[config.mk]
export PLATFORM = sky130hd
export DESIGN_NAME = reset_sequencer
export DESIGN_NICKNAME = d
export VERILOG_FILES = /design/src/rtl/reset_sequencer.sv
export SDC_FILE = /design/constraint.sdc
export NUM_CORES = 1
export LEC_CHECK = 0
export BUFFER_PORTS_ARGS = -buffer_cell sky130_fd_sc_hd__buf_2
export CAP_MARGIN = 20
export CORE_MARGIN = 2
export CORE_UTILIZATION = 48
export CTS_BUF_LIST = sky130_fd_sc_hd__clkbuf_4 sky130_fd_sc_hd__clkbuf_8 sky130_fd_sc_hd__clkbuf_16
export DETAILED_ROUTE_END_ITERATION = 12
export GPL_TIMING_DRIVEN = 0
export PLACE_DENSITY = 0.77
export SLEW_MARGIN = 20
export SYNTH_ARGS = -nofsm -noshare
export SYNTH_HDL_FRONTEND = slang
export SYNTH_SLANG_ARGS = --single-unit
[constraint.sdc]
create_clock -name clk -period 1.4 [get_ports clk]
set_input_delay 0.14 -clock clk [delete_from_list [all_inputs] [get_ports clk]]
set_output_delay 0.14 -clock clk [all_outputs]
set_load 0.02 [all_outputs]
[src/rtl/reset_sequencer.sv]
// Power-on / soft reset sequencer: releases memory, I/O and core resets in order, then flags ready.
// Optional acknowledge watchdog in MEM_WAIT enabled by defining RST_SEQ_WDT_EN.
module reset_sequencer #(
   parameter int HOLD_CYCLES = 4,
   parameter int ACK_TIMEOUT = 255
) (
   input  logic       clk,
   input  logic       reset,
   input  logic       soft_req,
   input  logic       mem_init_done,
   output logic       mem_rst,
   output logic       io_rst,
   output logic       core_rst,
   output logic       sys_ready,
   output logic       timeout_err,
   output logic [2:0] state
);

   typedef enum logic [2:0] {
      ST_ASSERT   = 3'd0,
      ST_MEM_WAIT = 3'd1,
      ST_IO_HOLD  = 3'd2,
      ST_CORE_REL = 3'd3,
      ST_RUN      = 3'd4
   } seqState_e;

   // ASSERT starts counting from a cleared counter on its first edge, while IO_HOLD
   // counts its entry edge, so the two terminal counts differ by one.
   localparam logic [7:0] ASSERT_LAST = 8'(HOLD_CYCLES);
   localparam logic [7:0] IOHOLD_LAST = 8'(HOLD_CYCLES - 1);
   localparam logic [7:0] ACK_LAST    = 8'(ACK_TIMEOUT - 1);

   seqState_e  state_q, state_d;
   logic [7:0] cnt_q, cnt_d;
   logic       softPrev_q;
   logic       softEvent;
   logic       memRst_q, memRst_d;
   logic       ioRst_q, ioRst_d;
   logic       coreRst_q, coreRst_d;
   logic       sysReady_q, sysReady_d;
`ifdef RST_SEQ_WDT_EN
   logic       timeoutErr_q, timeoutErr_d;
`endif

   assign softEvent = soft_req & ~softPrev_q;

   always_comb begin
      state_d = ST_ASSERT;
      cnt_d   = 8'd0;
`ifdef RST_SEQ_WDT_EN
      timeoutErr_d = timeoutErr_q;
`endif
      case (state_q)
         ST_ASSERT: begin
            if (cnt_q == ASSERT_LAST) begin
               state_d = ST_MEM_WAIT;
            end else begin
               state_d = ST_ASSERT;
               cnt_d   = cnt_q + 8'd1;
            end
         end
         ST_MEM_WAIT: begin
            // Acknowledge is tested first so it wins over a simultaneous timeout.
            if (mem_init_done) begin
               state_d = ST_IO_HOLD;
`ifdef RST_SEQ_WDT_EN
            end else if (cnt_q == ACK_LAST) begin
               state_d      = ST_ASSERT;
               timeoutErr_d = 1'b1;
`endif
            end else begin
               state_d = ST_MEM_WAIT;
               cnt_d   = (cnt_q == ACK_LAST) ? cnt_q : cnt_q + 8'd1;
            end
         end
         ST_IO_HOLD: begin
            if (cnt_q == IOHOLD_LAST) begin
               state_d = ST_CORE_REL;
            end else begin
               state_d = ST_IO_HOLD;
               cnt_d   = cnt_q + 8'd1;
            end
         end
         ST_CORE_REL: begin
            state_d = ST_RUN;
         end
         ST_RUN: begin
            state_d = softEvent ? ST_ASSERT : ST_RUN;
         end
         default: begin
            state_d = ST_ASSERT;
         end
      endcase
   end

   // Outputs are decoded from the next state so they change on the same edge as state.
   always_comb begin
      memRst_d   = (state_d == ST_ASSERT);
      ioRst_d    = (state_d == ST_ASSERT) || (state_d == ST_MEM_WAIT);
      coreRst_d  = (state_d == ST_ASSERT) || (state_d == ST_MEM_WAIT) ||
                   (state_d == ST_IO_HOLD);
      sysReady_d = (state_d == ST_RUN);
   end

   always_ff @(posedge clk or negedge reset) begin
      if (!reset) begin
         state_q    <= ST_ASSERT;
         cnt_q      <= 8'd0;
         softPrev_q <= 1'b0;
         memRst_q   <= 1'b1;
         ioRst_q    <= 1'b1;
         coreRst_q  <= 1'b1;
         sysReady_q <= 1'b0;
      end else begin
         state_q    <= state_d;
         cnt_q      <= cnt_d;
         softPrev_q <= soft_req;
         memRst_q   <= memRst_d;
         ioRst_q    <= ioRst_d;
         coreRst_q  <= coreRst_d;
         sysReady_q <= sysReady_d;
      end
   end

`ifdef RST_SEQ_WDT_EN
   always_ff @(posedge clk or negedge reset) begin
      if (!reset) begin
         timeoutErr_q <= 1'b0;
      end else begin
         timeoutErr_q <= timeoutErr_d;
      end
   end

   assign timeout_err = timeoutErr_q;
`else
   assign timeout_err = 1'b0;
`endif

   assign mem_rst   = memRst_q;
   assign io_rst    = ioRst_q;
   assign core_rst  = coreRst_q;
   assign sys_ready = sysReady_q;
   assign state     = state_q;

endmodule
==> results.md <==
* Status: complete, but fails checks
* Failing checks: negative setup slack
* Main flop type after synthesis: dfrtp_1
* Die width at 45.4 um
* MaxCap Viol Count at 0
* Clk_lat worst skew at 0.28 ns
* Max Buffers Root-to-Sink at 2
* Top-count cell post-synth: dfrtp_1
* Leakage power at 0.483 nW
* Clock skew at 0.00400 ns
* Final design utilization at 0.698
* Area Growth Syn to Fin at 32.4%
* Synth top area share at 0.396
* Crit Path Category: reg2reg
* Cell count after synthesis at 79
* Overflow after GRT at 0
* Peak VDD IR at 1430 uV
* Routed wire length at 1790 um
* Post-synthesis sequential area ratio at 0.492
* Worst min-delay path class: in2reg
* CP startpoint kind: flip-flop
* PwrDens at 2110 nW/um2
* Initial Utilization at 0.527
* Synthesized cell area at 822 um2
* Worst EP required at 1.56 ns
* Hold_ws at 0.202 ns
* Total number of vias at 693
* Synth warnings at 0
* First-pass GRT wire length at 2840 um
* Final Worst Setup Slack at -0.232 ns
* Final period util at 1.17
* Fin area at 1090 um2
* Vias per Instance at 5.87
* Core Region at 1560 um2
* Cell taking the most area after synthesis: dfrtp_1
* Post-synthesis cell type count at 36
* Die Area at 2060 um2
* Initial DRC count at 13
* DR WL/cell at 15.1 um
* CTS buffer count at 3
* Nets at 110
* Dpl cell area at 908 um2
* FP Rows at 14
* Asr flop ratio synth at 1.00
* Critical path arrival at 1.79 ns
* Number of enable flip-flop cells after synthesis at 0
* Synthesized Nets at 86
* Die height at 45.4 um
* CTS tree: yes
* Min cycle time layout at 1.63 ns
* GRT Overall Usage at 0.195
* Antenna violations before repair at 0
* Clock sinks at 16
* Synth top cells by count: 13 x dfrtp_1, 6 x nor2_1
* Clk root buf: clkbuf_4
* FMAX at 0.613 GHz
* Slew Limit Fails at 0
* Ant. Diodes at 0
* Clock slew at reported path FFs at 0.09 ns
* Synth top area cells: dfrtp_1 40%, dfstp_2 9.6%, ha_1 4.6%
* Largest net degree at the start of global routing at 17
* Syn_area_per_cell at 10.4 um2
* RSZ-0062 raised after global routing: true
* GPL Wtd Cong at 0.745
* Worst-path fanout max at 3
* Post-route antenna net violation count at 0
* FILL cells at 121
* Pre-Repair DR Iteration Count at 4
* Final HPWL DP at 1130 um
* I/O Buffers at 10
* # H-tree levels at 1
* Flops & latches, synth at 16
* # DRC at 0
* Vias in the first global route at 650
* Share of layout cells above drive strength 1 at 0.471
* Final setup fails at 10
* CP endpoint kind: flip-flop
* Ports at 12
* Final hold vios at 0
[worst max-delay path: stages (launching register included)]
cell	delay, ns
dfrtp_2	0.42
inv_2	0.05
buf_4	0.13
ha_1	0.21
and3_1	0.17
a2111oi_1	0.45
nor3b_2	0.08
[layout by cell type (no fill, tap or decap), types with 2 or more instances in the layout]
cell type and n:
dlygate4sd3_1 2, a21oi_1 3, a32o_1 2, dfstp_2 3, nor2b_1 2, buf_4 8, dfrtp_1 9, dfrtp_2 4
clkbuf_4 3, nand2_1 4, nor3_2 3, nand3_1 4, and3_1 2, nor3b_2 2, inv_1 2, nor2_1 6
buf_2 10, inv_2 2, o21ai_0 2
[metrics by stage]
step	instances	TNS, ns	setup WS, ns	power [mW]
after floorplan	79	-0.577	-0.103	1.45
after global placement	105	-1.65	-0.227	1.65
after global routing	118	-2.42	-0.306	2.46
after CTS	115	-1.14	-0.153	2.14
after detailed placement	105	-1.98	-0.263	1.69
final	118	-1.46	-0.232	2.30
[worst paths after layout]
| check | from | end | depth (start not counted) | slack [ns] |
|---|---|---|---|---|
| setup / recovery | cnt_q[0]$_DFFE_PN0P_ | cnt_q[5]$_DFFE_PN0P_ | 6 | -0.23 |
| hold / removal | mem_init_done | state[1]$_DFF_PN0_ | 3 | 0.20 |
| setup reg to reg | cnt_q[0]$_DFFE_PN0P_ | cnt_q[5]$_DFFE_PN0P_ | 6 | -0.23 |
| hold reg to reg | softPrev_q$_DFF_PN0_ | sys_ready$_DFF_PN0_ | 2 | 0.64 |
| max in group asynchronous | reset | mem_rst$_DFF_PN1_ | 2 | 0.82 |
| min in group asynchronous | reset | state[0]$_DFF_PN0_ | 2 | 0.28 |
[state kept, by name (all words and copies together), names as in the netlist]
signal / cells
cnt_q: 8
io_rst: 1
state: 3
softPrev_q: 1
core_rst: 1
mem_rst: 1
sys_ready: 1
[cell type report]
cell class / instances / area, um2 / share of cell area
plain buffers: 3 / 23.8 / 0.0218
clock buffers: 4 / 36.3 / 0.0333
well taps: 16 / 20.0 / 0.0184
flip-flops and latches: 16 / 409 / 0.376
inverters: 4 / 15.0 / 0.0138
repair buffers: 19 / 123 / 0.113
multi-input cells: 56 / 462 / 0.424
[timing repair]
| action | CTS | global route |
|---|---|---|
| pin swaps | 6 | 3 |
| setup endpoints to repair | 10 | 10 |
| buffers inserted | 4 | 3 |
| gates resized for setup | 11 | 8 |
| hold endpoints to repair | 14 | 0 |
| hold buffers | 2 | 0 |
[layer usage]
metal / wire [um] / GRT usage / vias to the layer above
li1: - / - / 336
met1: 765 / 0.245 / 342
met2: 951 / 0.324 / 11
met3: 43 / 0.0357 / 4
met4: 25 / 0.0882 / 0
met5: 0 / 0 / -
[power by group]
group	switching (mW)	internal [mW]	total (mW)
Sequential	0.126	0.655	0.781
Combinational	0.671	0.547	1.22
Clock	0.142	0.158	0.300
[kinds of logic (layout without fill, tap and decap cells)]
| logic type | after synthesis | count (layout) | synth area share |
|---|---|---|---|
| AO/OA/AOI/OAI | 16 | 16 | 0.146 |
| XOR/XNOR | 1 | 1 | 0.0107 |
| adder cells (fa/ha/maj) | 3 | 3 | 0.0457 |
| buffers and inverters | 7 | 30 | 0.0426 |
| flip-flops | 16 | 16 | 0.492 |
| other | 1 | 1 | 0.00456 |
| AND/OR/NAND/NOR | 35 | 35 | 0.259 |
Note: power is estimated with default switching activity, not from simulation.
